## config.mk

```make
export PLATFORM = sky130hd
export DESIGN_NAME = d_ff_pipe
export DESIGN_NICKNAME = d
export VERILOG_FILES = /design/src/rtl/d_ff_pipe.sv
export SDC_FILE = /design/constraint.sdc
export NUM_CORES = 1
export LEC_CHECK = 0
export ABC_AREA = 1
export ABC_CLOCK_PERIOD_IN_PS = 2280
export BUFFER_PORTS_ARGS = -buffer_cell sky130_fd_sc_hd__clkbuf_2
export CORE_ASPECT_RATIO = 1.2
export CORE_UTILIZATION = 40
export CTS_CLUSTER_DIAMETER = 50
export DETAILED_ROUTE_END_ITERATION = 7
export REMOVE_ABC_BUFFERS = 1
export SLEW_MARGIN = 20
export SYNTH_ARGS = -nofsm -noshare
export SYNTH_HDL_FRONTEND = slang
export SYNTH_SLANG_ARGS = --single-unit
```

## constraint.sdc

```tcl
create_clock -name clk -period 2.28 [get_ports clk]
set_input_delay 0 -clock clk [delete_from_list [all_inputs] [get_ports clk]]
set_output_delay 0 -clock clk [all_outputs]
set_load 0.005 [all_outputs]
```

## src/rtl/d_ff_pipe.sv

```systemverilog
// d_ff_pipe: DEPTH-stage WIDTH-bit delay line with per-stage valid, advance enable,
// synchronous flush and occupancy count. Optional macro: D_FF_PIPE_ZERO_INVALID_EN.
module d_ff_pipe #(
  parameter int                 WIDTH     = 8,
  parameter int                 DEPTH     = 4,
  parameter logic [WIDTH-1:0]   RESET_VAL = {WIDTH{1'b0}},
  localparam int                OCC_W     = $clog2(DEPTH + 1)
) (
  input  logic             clk,
  input  logic             reset,
  input  logic             en,
  input  logic             clr,
  input  logic [WIDTH-1:0] d,
  input  logic             d_valid,
  output logic [WIDTH-1:0] q,
  output logic             q_valid,
  output logic [OCC_W-1:0] occupancy
);

  logic [WIDTH-1:0] r_data [DEPTH];
  logic [DEPTH-1:0] r_valid;
  logic [OCC_W-1:0] r_occ;

  logic [WIDTH-1:0] w_data_in [DEPTH];
  logic [DEPTH-1:0] w_valid_in;
  logic [WIDTH-1:0] w_stage0;
  logic [OCC_W-1:0] w_occ_next;

`ifdef D_FF_PIPE_ZERO_INVALID_EN
  // Invalid words enter as RESET_VAL so nothing toggles downstream while q_valid=0.
  assign w_stage0 = d_valid ? d : RESET_VAL;
`else
  assign w_stage0 = d;
`endif

  // Shift-in value for every stage; stage 0 is fed from the input port.
  for (genvar gi = 0; gi < DEPTH; gi++) begin : g_stage
    if (gi == 0) begin : g_head
      assign w_data_in[gi]  = w_stage0;
      assign w_valid_in[gi] = d_valid;
    end else begin : g_body
      assign w_data_in[gi]  = r_data[gi-1];
      assign w_valid_in[gi] = r_valid[gi-1];
    end
  end

  // Entry and exit on the same edge cancel, keeping occupancy within 0..DEPTH.
  assign w_occ_next = r_occ + OCC_W'(d_valid) - OCC_W'(r_valid[DEPTH-1]);

  always_ff @(posedge clk or posedge reset) begin
    if (reset) begin
      for (int i = 0; i < DEPTH; i++) begin
        r_data[i] <= RESET_VAL;
      end
      r_valid <= '0;
      r_occ   <= '0;
    end else if (clr) begin
      for (int i = 0; i < DEPTH; i++) begin
        r_data[i] <= RESET_VAL;
      end
      r_valid <= '0;
      r_occ   <= '0;
    end else if (en) begin
      for (int i = 0; i < DEPTH; i++) begin
        r_data[i] <= w_data_in[i];
      end
      r_valid <= w_valid_in;
      r_occ   <= w_occ_next;
    end
  end

  assign q         = r_data[DEPTH-1];
  assign q_valid   = r_valid[DEPTH-1];
  assign occupancy = r_occ;

endmodule

```

Word level (Yosys, flattened, before mapping)

Cells that the tools add are included.

RAM bits: 0
Memories: 0
Logic and storage cells: 15
Register bits after elaboration: 39
Output and inout bits: 12
Input bits: 13
Bits in latches: 0
Memory bits (read-only): 0

Reduce and logical (&&, ||, !) cells: 1
Bitwise gates (word level): 0
Magnitude comparators: 0
Eq/ne operators: 0
$mul: 0
Divide/modulo/power cells: 0
Shift-type cells: 0
Mux-type cells: 6
Add/subtract/negate cells: 2

Operators with widths:

| operator                  | number |
|---|---|
| 2-to-1 mux 32 bit         | 2 |
| 2-to-1 mux 4 bit          | 2 |
| 2-to-1 mux 3 bit          | 2 |
| adder 3 x 1 -> 3 bit      | 1 |
| subtractor 3 x 1 -> 3 bit | 1 |
| nonzero test 2 bit        | 1 |

Logic depth before layout (Yosys ltp)

Depth in word-level cells: 4
Gate-level depth with buffers: 9

Worst setup path before layout

OpenSTA, ideal clock, no wires.

Path type: reg-to-reg
From: reg r_occ[0], in the netlist occupancy[0]
To: reg r_occ[2], in the netlist occupancy[2]
Slack: 655 ps
Setup time: 117 ps
Cell stages (with the launch flop): 10
Arrival time: 1509 ps
Path buffers: 0
Cells stage by stage: dfrtp_1 -> inv_1 -> ha_1 -> inv_1 -> ha_1 -> inv_1 -> fa_1 -> nand3b_1 -> nand3_2 -> nand2_1

Cells in the longest elaborated chain, start to end: 4

RTL lines:

| element                   | line | text |
|---|---|---|
| from (decl)               | 22   | `logic [OCC_W-1:0] r_occ;` |
| from (signal assigned)    | 68   | `r_occ <= w_occ_next;` |
| adder 3 x 1 -> 3 bit      | 48   | `assign w_occ_next = r_occ + OCC_W'(d_valid) - OCC_W'(r_valid[DEPTH-1]);` |
| subtractor 3 x 1 -> 3 bit | 48   |  |
| 2-to-1 mux 3 bit          | 63   | `end else if (en) begin` |
| 2-to-1 mux 3 bit          | 57   | `end else if (clr) begin` |

Every way passes these cells. The select of a mux whose other input is x is not followed.
A chain may end at the register's enable or synchronous reset.

Worst setup path after layout

Same ends and word-level chain as after synthesis.

==> flow_summary.yaml <==
status:
  status: "finished clean"
route:
  wirelength_um: 2990
  met2_length_um: 1474
  routed.top_layer: "met4"
  vias: 1149
  first_pass_iters: 4
  drt_iter0_drc: 72
  drc: 0
  routed-wl-met3_um: 107
  wl_met1_um: 1337
  vias_per_cell: 4.690
  routedWlPerCell_um: 12.20
  ant_nets: 0
grt:
  antenna_found_initial: 0
  grt_pass1_vias: 1098
  grt_pass1_wl_um: 4995
  grtUsageTotal: 0.1579
  grt_max_degree: 40
  grt_remaining_overflow: 0
sta:
  worst_slew_pin_slew_ns: 0.4805
  clock.fmax_mhz: 586.7
  skew_ns: 0.001873
  slew_viol_final: 0
  min_period_ns: 1.705
  finalSetupTns_ns: 0
  hold_violations: 0
  setup_viol: 0
  relSlewSlack: 0.6796
  finalCritPeriodShare: 0.7476
  hold_slack_ns: 0.06410
  rsz0062_at_grt: "false"
final_layout:
  final_common_cell: "dfrtp_1"
  n_fill_cell: 388
  finalInstanceArea_sq_mm: 0.001972
  final_nets: 206
  antenna_cells: 0
  layout_common_cells: "dfrtp_1 (39), inv_1 (32), nand2_1 (27), clkbuf_2 (24), o21ai_0 (12)"
  final_cells: 245
  area_growth_pct: 14.95
  drive_gt1_frac: 0.2775
setup_path:
  rrSetupSlack_ns: 0.58
  crit_type: "flop to flop"
  start_kind: "flop"
  crit_arrival_ns: 1.88
  path_cells: "inv_1 -> ha_1 -> inv_1 -> ha_1 -> inv_1 -> fa_1 -> nand3b_1 -> nand3_2 -> nand2_1"
  cp.depth: 9
  path_common_cell: "inv_1"
  crit_family: "adder cells"
  slowest_stage: "dfrtp_1"
  slowest_delay_ns: 0.38
  rr_worst_depth: 9
  crit_path_max_fanout: 2
  cp_num_buf_inv: 3
  cp_data_required_time_ns: 2.46
  endpoint_kind: "flop"
min_path:
  hold_path_depth: 3
  hold_path_class: "input pin to flop"
synthesis:
  synthXorXnorAreaFrac: 0
  synthesis.area_sq_mm: 0.001715
  ys_seq_elements: 39
  yosysTopAreaCell: "dfrtp_1"
  synthAdderAreaFrac: 0.02626
  avgSynthCellArea_sq_um: 10.59
  ys_warn_count: 0
  synth_top_family_by_area: "compound AO/OA/AOI/OAI gates"
  synth_compound_area_frac: 0.1678
  ys_seq_area_frac: 0.5689
  synthTopCellsByArea: "dfrtp_1 (57%), inv_1 (7.0%), nand2_1 (5.9%)"
  synthCells: 162
  synth_mux_area_frac: 0
  synth_cell_types: 18
  synth_simple_gate_area_share: 0.09117
  yosysTopAreaCellShare: 0.5689
clocking:
  cts-htree-levels: 2
  cts_sinks: 39
  clk_latency_ns: 0.29
  cts_resized: 0
  cts_tree: "yes"
  cts_max_path_buffers: 2
  numCtsBuffers: 5
  cts_root_buf: "clkbuf_8"
  cts_hold_buf: 10
  clk_pin_slew_ns: 0.07
  cts_setup_buffers: 0
place:
  dpl-instance-area_sq_mm: 0.001790
  dp.cells: 227
  gp_congestion: 0.7432
  port-buffer-count: 24
  dp_hpwl_um: 1894
die:
  die-area_sq_mm: 0.004555
  core_sq_mm: 0.004035
  io_pins: 25
  row_count: 25
  die_width_um: 61.78
  fp.dieH_um: 73.74
  initial_core_util: 0.4251
power:
  p_leak_nw: 0.9356
  worst_ir_drop_vdd_v: 0.0003535
  power.density_mw_per_mm2: 651.7
job:
  drv_cap: 0
per-layer routing:
metal,GRT usage,vias to the layer above
met4,0.08148,0
met5,0,-
li1,-,557
met1,0.1899,565
met3,0.04930,6
met2,0.2497,21
sequential cells by signal, indices dropped and copies added (netlist names):
signal,flops
r_valid,4
q,8
r_data,24
occupancy,3
kinds of logic after synthesis:
| logic type | Yosys count |
|---|---|
| and+or+nand+nor | 34 |
| buffers and inverters | 48 |
| AOI/OAI and AO/OA | 38 |
| DFF | 39 |
| adders and majority gates | 3 |
worst register-to-register path, stage by stage, from the launching register on:
cell and delay [ns]:
dfrtp_1 0.38, inv_1 0.09, ha_1 0.23, inv_1 0.05, ha_1 0.12, inv_1 0.04, fa_1 0.37, nand3b_1 0.18
nand3_2 0.07, nand2_1 0.06
through the flow:
step | power, W | utilization | setup WS [ns]
after floorplan | 0.0008047 | - | 0.6527
after detailed placement | 0.0008449 | 0.4437 | 0.5737
final | 0.001285 | 0.4887 | 0.5755
after global routing | 0.001344 | 0.4887 | 0.4409
after global placement | 0.0008396 | 0.4437 | 0.6384
after CTS | 0.001307 | 0.4887 | 0.5563
cell usage after synthesis:
cell type and instances:
nand2_1 27, o22ai_1 9, o21ai_0 12, nand3_1 3
inv_1 32, ha_1 2, nor2_4 1, buf_6 4
o21ai_2 11, inv_2 1, inv_4 1, nand2_4 1
o22ai_2 6, nand3_2 1, dfrtp_1 39, fa_1 1
buf_4 10, nand3b_1 1
cell type report:
cell class / count / area, sq um / share of cell area
sequential: 39 / 975.9 / 0.4949
multi-input combinational: 75 / 489.2 / 0.2481
timing repair buffer: 35 / 227.7 / 0.1155
inverter: 34 / 130.1 / 0.06599
clock buffer: 7 / 76.32 / 0.03871
tap: 54 / 67.56 / 0.03426
clock inverter: 1 / 5.005 / 0.002538
report_power, final:
part | leakage, nW | switching (W) | total (W) | internal (W)
Sequential | 0.535 | 0.00000865 | 0.000721 | 0.000712
Combinational | 0.358 | 0.0000759 | 0.000122 | 0.0000459
Clock | 0.0422 | 0.000228 | 0.000442 | 0.000215
path summary, 6_finish.rpt:
check	start	end
min reg2reg	q[6]$_DFFE_PP0P_	q[6]$_DFFE_PP0P_
max	occupancy[0]$_DFFE_PP0P_	occupancy[2]$_DFFE_PP0P_
max in group asynchronous	reset	q[2]$_DFFE_PP0P_
min in group asynchronous	reset	r_data[28]$_DFFE_PP0P_
min	en	r_data[15]$_DFFE_PP0P_
max reg2reg	occupancy[0]$_DFFE_PP0P_	occupancy[2]$_DFFE_PP0P_
Power figures use the tool's default switching activity.
